--- src/rtl/fifo_pkg.sv ---
// fifo_pkg
// Shared definitions for the asynchronous FIFO.
//   ADDR_WIDTH_DEF / DATA_WIDTH_DEF : default memory address and word widths
//   ptr_max_t                       : widest pointer the Gray helpers handle
//   bin2gray / gray2bin             : Gray code conversion helpers
//
// The helpers work on a zero-extended ptr_max_t. Leading zeros do not change
// the Gray code of a binary value, and they do not change the binary value of
// a Gray code. A caller of any width up to PTR_MAX_W bits zero-extends its
// operand and truncates the result back to its own width.
package fifo_pkg;

  localparam int ADDR_WIDTH_DEF = 9;
  localparam int DATA_WIDTH_DEF = 8;
  localparam int PTR_MAX_W      = 32;

  typedef logic [PTR_MAX_W-1:0] ptr_max_t;

  function automatic ptr_max_t bin2gray(input ptr_max_t b);
    return (b >> 1) ^ b;
  endfunction

  function automatic ptr_max_t gray2bin(input ptr_max_t g);
    ptr_max_t b;
    b[PTR_MAX_W-1] = g[PTR_MAX_W-1];
    for (int i = PTR_MAX_W - 2; i >= 0; i--) begin
      b[i] = b[i+1] ^ g[i];
    end
    return b;
  endfunction

endpackage

--- src/rtl/fifo_out_buf.sv ---
// fifo_out_buf
// Two-entry first-in first-out output buffer. It gives the FIFO its
// first-word-fall-through behaviour.
//   i_clk, i_rst    : clock and synchronous active-high reset
//   i_wr_valid      : capture i_wr_data this cycle
//   i_wr_data       : word returning from memory
//   i_pop           : consumer takes the head word (already qualified by valid)
//   o_dout          : head (oldest) word
//   o_dout_valid    : head word present
//   o_occ           : number of buffered words, 0..2
module fifo_out_buf
  import fifo_pkg::*;
#(
  parameter int Data_Width = DATA_WIDTH_DEF
) (
  input  logic                  i_clk,
  input  logic                  i_rst,
  input  logic                  i_wr_valid,
  input  logic [Data_Width-1:0] i_wr_data,
  input  logic                  i_pop,
  output logic [Data_Width-1:0] o_dout,
  output logic                  o_dout_valid,
  output logic [1:0]            o_occ
);

  logic [Data_Width-1:0] r_head;
  logic [Data_Width-1:0] r_tail;
  logic [1:0]            r_occ;

  always_ff @(posedge i_clk) begin
    if (i_rst) begin
      r_head <= '0;
      r_tail <= '0;
      r_occ  <= 2'd0;
    end else begin
      case (r_occ)
        2'd0: begin
          if (i_wr_valid) begin
            r_head <= i_wr_data;
            r_occ  <= 2'd1;
          end
        end
        2'd1: begin
          if (i_wr_valid && i_pop) begin
            r_head <= i_wr_data;
          end else if (i_wr_valid) begin
            r_tail <= i_wr_data;
            r_occ  <= 2'd2;
          end else if (i_pop) begin
            r_occ <= 2'd0;
          end
        end
        2'd2: begin
          // The tail moves up to the head. A word arriving in the same cycle
          // refills the tail slot. A capture without a pop cannot happen here,
          // because the read strobe is throttled by the buffer level.
          if (i_pop) begin
            r_head <= r_tail;
            if (i_wr_valid) begin
              r_tail <= i_wr_data;
            end else begin
              r_occ <= 2'd1;
            end
          end
        end
        default: r_occ <= 2'd0;
      endcase
    end
  end

  assign o_dout       = r_head;
  assign o_dout_valid = (r_occ != 2'd0);
  assign o_occ        = r_occ;

endmodule

--- src/rtl/fifo_read_ctrl.sv ---
// fifo_read_ctrl
// Read-side control of the asynchronous FIFO, in the read clock domain.
//   i_rclk, i_rrst    : read clock and synchronous active-high reset
//   i_wptr_s          : Gray write pointer, already synchronized to i_rclk
//   i_rd_data         : memory read data, valid the cycle after o_rd_en
//   o_rd_en           : memory read strobe
//   o_rd_addr         : memory read address
//   o_rptr            : registered Gray read pointer, sent to the write domain
//   o_empty           : no unread word left in memory
//   o_almost_empty    : memory occupancy <= Almost_Empty_Thr
//   o_rd_count        : memory occupancy in words
//   o_dout            : head word of the output buffer
//   o_dout_valid      : o_dout holds a word
//   i_dout_ready      : consumer accepts o_dout
module fifo_read_ctrl
  import fifo_pkg::*;
#(
  parameter int Addr_Width       = ADDR_WIDTH_DEF,
  parameter int Data_Width       = DATA_WIDTH_DEF,
  parameter int Almost_Empty_Thr = 4
) (
  input  logic                  i_rclk,
  input  logic                  i_rrst,
  input  logic [Addr_Width:0]   i_wptr_s,
  input  logic [Data_Width-1:0] i_rd_data,
  output logic                  o_rd_en,
  output logic [Addr_Width-1:0] o_rd_addr,
  output logic [Addr_Width:0]   o_rptr,
  output logic                  o_empty,
  output logic                  o_almost_empty,
  output logic [Addr_Width:0]   o_rd_count,
  output logic [Data_Width-1:0] o_dout,
  output logic                  o_dout_valid,
  input  logic                  i_dout_ready
);

  localparam int PW = Addr_Width + 1;

  logic [PW-1:0] r_rbin;
  logic [PW-1:0] r_rptr;
  logic [PW-1:0] r_rd_count;
  logic          r_empty;
  logic          r_almost_empty;
  logic          r_inflight;

  logic [PW-1:0] w_rbin_next;
  logic [PW-1:0] w_rptr_next;
  logic [PW-1:0] w_wbin;
  logic [PW-1:0] w_mem_level;
  logic [1:0]    w_occ;
  logic [2:0]    w_buf_level;
  logic          w_dout_valid;
  logic          w_pop;
  logic          w_rd_en;

  assign w_pop = w_dout_valid & i_dout_ready;

  // This counts the words the buffer will hold after this cycle if no new read
  // is issued. A read is issued only while that count is below two. The word
  // that comes back next cycle then always has a free slot.
  assign w_buf_level = {1'b0, w_occ} + {2'b00, r_inflight} - {2'b00, w_pop};
  assign w_rd_en     = ~r_empty & (w_buf_level < 3'd2);

  assign w_rbin_next = r_rbin + {{Addr_Width{1'b0}}, w_rd_en};
  assign w_rptr_next = PW'(bin2gray(ptr_max_t'(w_rbin_next)));
  assign w_wbin      = PW'(gray2bin(ptr_max_t'(i_wptr_s)));
  assign w_mem_level = w_wbin - w_rbin_next;

  always_ff @(posedge i_rclk) begin
    if (i_rrst) begin
      r_rbin         <= '0;
      r_rptr         <= '0;
      r_rd_count     <= '0;
      r_empty        <= 1'b1;
      r_almost_empty <= 1'b1;
      r_inflight     <= 1'b0;
    end else begin
      r_rbin         <= w_rbin_next;
      r_rptr         <= w_rptr_next;
      r_rd_count     <= w_mem_level;
      r_empty        <= (w_rptr_next == i_wptr_s);
      r_almost_empty <= (w_mem_level <= PW'(Almost_Empty_Thr));
      r_inflight     <= w_rd_en;
    end
  end

  fifo_out_buf #(
    .Data_Width (Data_Width)
  ) u_out_buf (
    .i_clk        (i_rclk),
    .i_rst        (i_rrst),
    .i_wr_valid   (r_inflight),
    .i_wr_data    (i_rd_data),
    .i_pop        (w_pop),
    .o_dout       (o_dout),
    .o_dout_valid (w_dout_valid),
    .o_occ        (w_occ)
  );

  assign o_rd_en        = w_rd_en;
  assign o_rd_addr      = r_rbin[Addr_Width-1:0];
  assign o_rptr         = r_rptr;
  assign o_empty        = r_empty;
  assign o_almost_empty = r_almost_empty;
  assign o_rd_count     = r_rd_count;
  assign o_dout_valid   = w_dout_valid;

endmodule

--- config.mk ---
export PLATFORM = sky130hd
export DESIGN_NAME = fifo_read_ctrl
export DESIGN_NICKNAME = d
export VERILOG_FILES = /design/src/rtl/fifo_pkg.sv /design/src/rtl/fifo_out_buf.sv /design/src/rtl/fifo_read_ctrl.sv
export SDC_FILE = /design/constraint.sdc
export NUM_CORES = 1
export LEC_CHECK = 0
export CORE_ASPECT_RATIO = 1.1
export CORE_MARGIN = 1
export CORE_UTILIZATION = 40
export CTS_CLUSTER_SIZE = 24
export DETAILED_ROUTE_END_ITERATION = 12
export HOLD_SLACK_MARGIN = 0.03
export PLACE_DENSITY = 0.66
export RECOVER_POWER = 50
export SLEW_MARGIN = 10
export SYNTH_ARGS = -nofsm -noshare
export SYNTH_HDL_FRONTEND = slang
export SYNTH_SLANG_ARGS = --single-unit
--- constraint.sdc ---
create_clock -name i_rclk -period 11 [get_ports i_rclk]
set_input_delay 2.2 -clock i_rclk [delete_from_list [all_inputs] [get_ports i_rclk]]
set_output_delay 2.2 -clock i_rclk [all_outputs]
set_load 0.05 [all_outputs]
==> metrics <==
status=completed; share of the synthesized area in the top cell type=38.3%; synthesis-stage register bit count=50; Cell Rows=30; I/O pin cnt=slightly above 60; Hold Crit Class=reg2reg; antenna violations before repair=0; peak supply drop=119 uV; IO buf count=61; Critical R2R Capture=o_almost_empty; largest net degree at the start of global routing=45; total CTS buffers=5; Critical Path AT=5.23 ns; Clock Skew=~0.012 ns; Synth Net Count=319; number of global-route vias before repair=2060; Worst path max stage delay=0.88 ns; Switching Fraction=41.0%; Clk network pwr share=19.5%; final period utilization=67.5%; post-DP HPWL=4.31 mm; Clock Path Buffers=2; Seq pwr share=35.2%; Switch Pwr=0.244 mW; Final Routed Wirelength=5.63 mm; category of the most critical setup path=in2out; Final ANT Viol Nets=0; Worst EP required=8.80 ns; dpl cell area=3300 um2; post-CTS setup buffers=0; Max Fanout on Critical Path=9; Worst Hold End=u_out_buf.o_dout[5]; Critical Path Start Type=input port; clk sinks=50; Clock transition at path regs=between 0.1 and 0.15 ns; Area growth, synth to finish=30.0%; via count=2085; Power Dens Cells=approximately 170 nW/um2; CTS tree=yes; mean post-synth cell area=9.14 um2; Fin. Hold Viols=0; Die Ht=just under 90 um; vias per inst=4.87; R2R setup slack=5.82 ns; total negative setup slack=0 ns; internal power=0.351 mW; reg2reg start=u_out_buf.o_occ[1]; FILL cells=around 610; Synth Instances=286; CTS root buffer=clkbuf_8; global route overflow=0; CP Launch Point=i_dout_ready; Worst Hold Depth=2; DR iter-0 viols=87; clock latency at the later pin of the worst-skew pair=0.31 ns; Tot GR Track Use=17.7%; distinct cell type count after synthesis=43; htree depth=2; Max Fclk=roughly 130 MHz; gpl congestion=0.844; cts hold-fix bufs=0; Slew @ Worst Pin=1.02 ns; routed len/inst=13.2 um; most frequent cells in the layout=nor2_1 (50), dfxtp_1 (50), dlygate4sd3_1 (36); Yosys warnings=0; CP cell instances=dlygate4sd3_1, and2_1, ha_1, nand2b_1, fa_1, xor2_1, nor3b_1, clkdlybuf4s50_1; DRC=0; top post-synthesis cells by area=dfxtp_1 (38%), xnor2_1 (7.7%), nor2_1 (7.2%); Seq/Total Area, Yosys=38.3%; Worst Hold Launch=u_out_buf.o_dout[5]; Gate power share=45.3%; crit path max-delay cell type=clkdlybuf4s50_1; first-pass GRT wire length=approximately 9.4 mm; diodes inserted=0; RSZ-0062 raised after global routing=false; Pleak=1.50 nW; final instance area=3400 um2; Total Nets Final=380; post-CTS sizing=0; largest area contributor in the netlist=dfxtp_1; min Tclk post-route=about 7.4 ns; Initial Util=42.0%; mapped cell area=2620 um2; core area=just over 6000 um2; die width=79.1 um; final setup violation count=0; Slew headroom=31.3%; fraction of layout cells with a size suffix above 1=4.89%; critical path endpoint category=output pin; number of max-cap violations=0; Slew Limit Fails=0; r2r worst-path depth=18; die area=6870 um2; drt pass-1 iters=4
worst max-delay path by stage:
stage                                end  slack (ns)  depth (start not counted)
after global routing             o_rd_en        3.44                          8
after detailed placement         o_rd_en        3.69                          8
final                            o_rd_en        3.57                          8
after CTS                        o_rd_en        3.67                          8
after global placement           o_rd_en        3.74                          8
after floorplan           o_almost_empty        3.55                         18
per-stage QoR:
stage          total power [mW]  hold slack (ns)  setup WS, ns  instances  util, %
2_1_floorplan             0.416            0.463          3.55        286        -
3_3_place_gp              0.490            0.475          3.74        420     53.0
3_5_place_dp              0.492            0.484          3.69        420     53.0
4_1_cts                   0.608            0.508          3.67        428     54.6
5_1_grt                   0.630            0.542          3.44        428     54.6
6_report                  0.595            0.501          3.57        428     54.6
flip-flops by register name, summed over array words and instances, names as in the netlist:
name / cells
r_inflight: 1
o_rptr: 9
o_empty: 1
u_out_buf.o_dout: 8
o_rd_count: 10
u_out_buf.r_tail: 8
u_out_buf.o_occ: 2
o_almost_empty: 1
r_rbin: 10
power groups by stage:
| stage | Combinational (mW) | Sequential, mW | Clock, mW |
|---|---|---|---|
| detailed placement | 0.277 | 0.215 | 0 |
| floorplan | 0.131 | 0.285 | 0 |
| global route | 0.293 | 0.212 | 0.125 |
| finish | 0.270 | 0.209 | 0.116 |
| CTS | 0.279 | 0.211 | 0.118 |
| global placement | 0.275 | 0.215 | 0 |
synthesized netlist by cell type, drive strengths merged:
library cell / number
a211oi: 10
o22ai: 2
o31ai: 3
nor2b: 4
o41ai: 1
xor2: 17
or2: 2
a2111oi: 1
nor3: 5
nor2: 50
a31oi: 1
xnor2: 23
o21a: 1
and3: 2
fa: 2
mux2i: 16
a211o: 1
clkinv: 1
xnor3: 4
nand4: 2
o2111ai: 1
clkbuf: 8
a21o: 1
a21oi: 13
nand2b: 3
nor3b: 1
and2: 7
ha: 10
xor3: 1
dfxtp: 50
nor4: 1
inv: 10
a41o: 1
o22a: 1
or3: 2
nand3: 5
o21ai: 5
o31a: 1
nand2: 17
critical path, delay by kind of cell:
family | cells | cell delay (ns)
buffers and inverters | 2 | 1.53
adder cells (fa/ha/maj) | 2 | 0.62
AND/OR/NAND/NOR | 3 | 0.72
XOR/XNOR | 1 | 0.15
layer usage:
layer | wire (um) | share of wire (%) | global-route usage (%)
met4 | 65 | 1.2 | 5.62
met3 | 275 | 4.9 | 3.68
met1 | 2530 | 45 | 22.3
met2 | 2760 | 49 | 30.3
met5 | 0 | 0 | 0
final cells by class:
cell class	count	area [um2]	share of cell area (%)
Inverter	11	41.3	1.21
Sequential cell	50	1000	29.4
Multi-Input combinational cell	217	1540	45.4
Tap cell	80	100	2.94
Clock inverter	3	28.8	0.846
Timing Repair Buffer	62	618	18.2
Clock buffer	5	68.8	2.02
cell families (layout without fill, tap and decap cells):
group | after synthesis | after routing | synth area share [%]
AO/OA/AOI/OAI | 43 | 43 | 11.2
XOR/XNOR | 45 | 45 | 18.0
adder cells (fa/ha/maj) | 12 | 12 | 6.32
buffers and inverters | 19 | 81 | 2.73
flip-flops | 50 | 50 | 38.3
multiplexers | 16 | 16 | 6.12
AND/OR/NAND/NOR | 101 | 101 | 17.4
No activity file was read; power rests on OpenSTA's default activity.
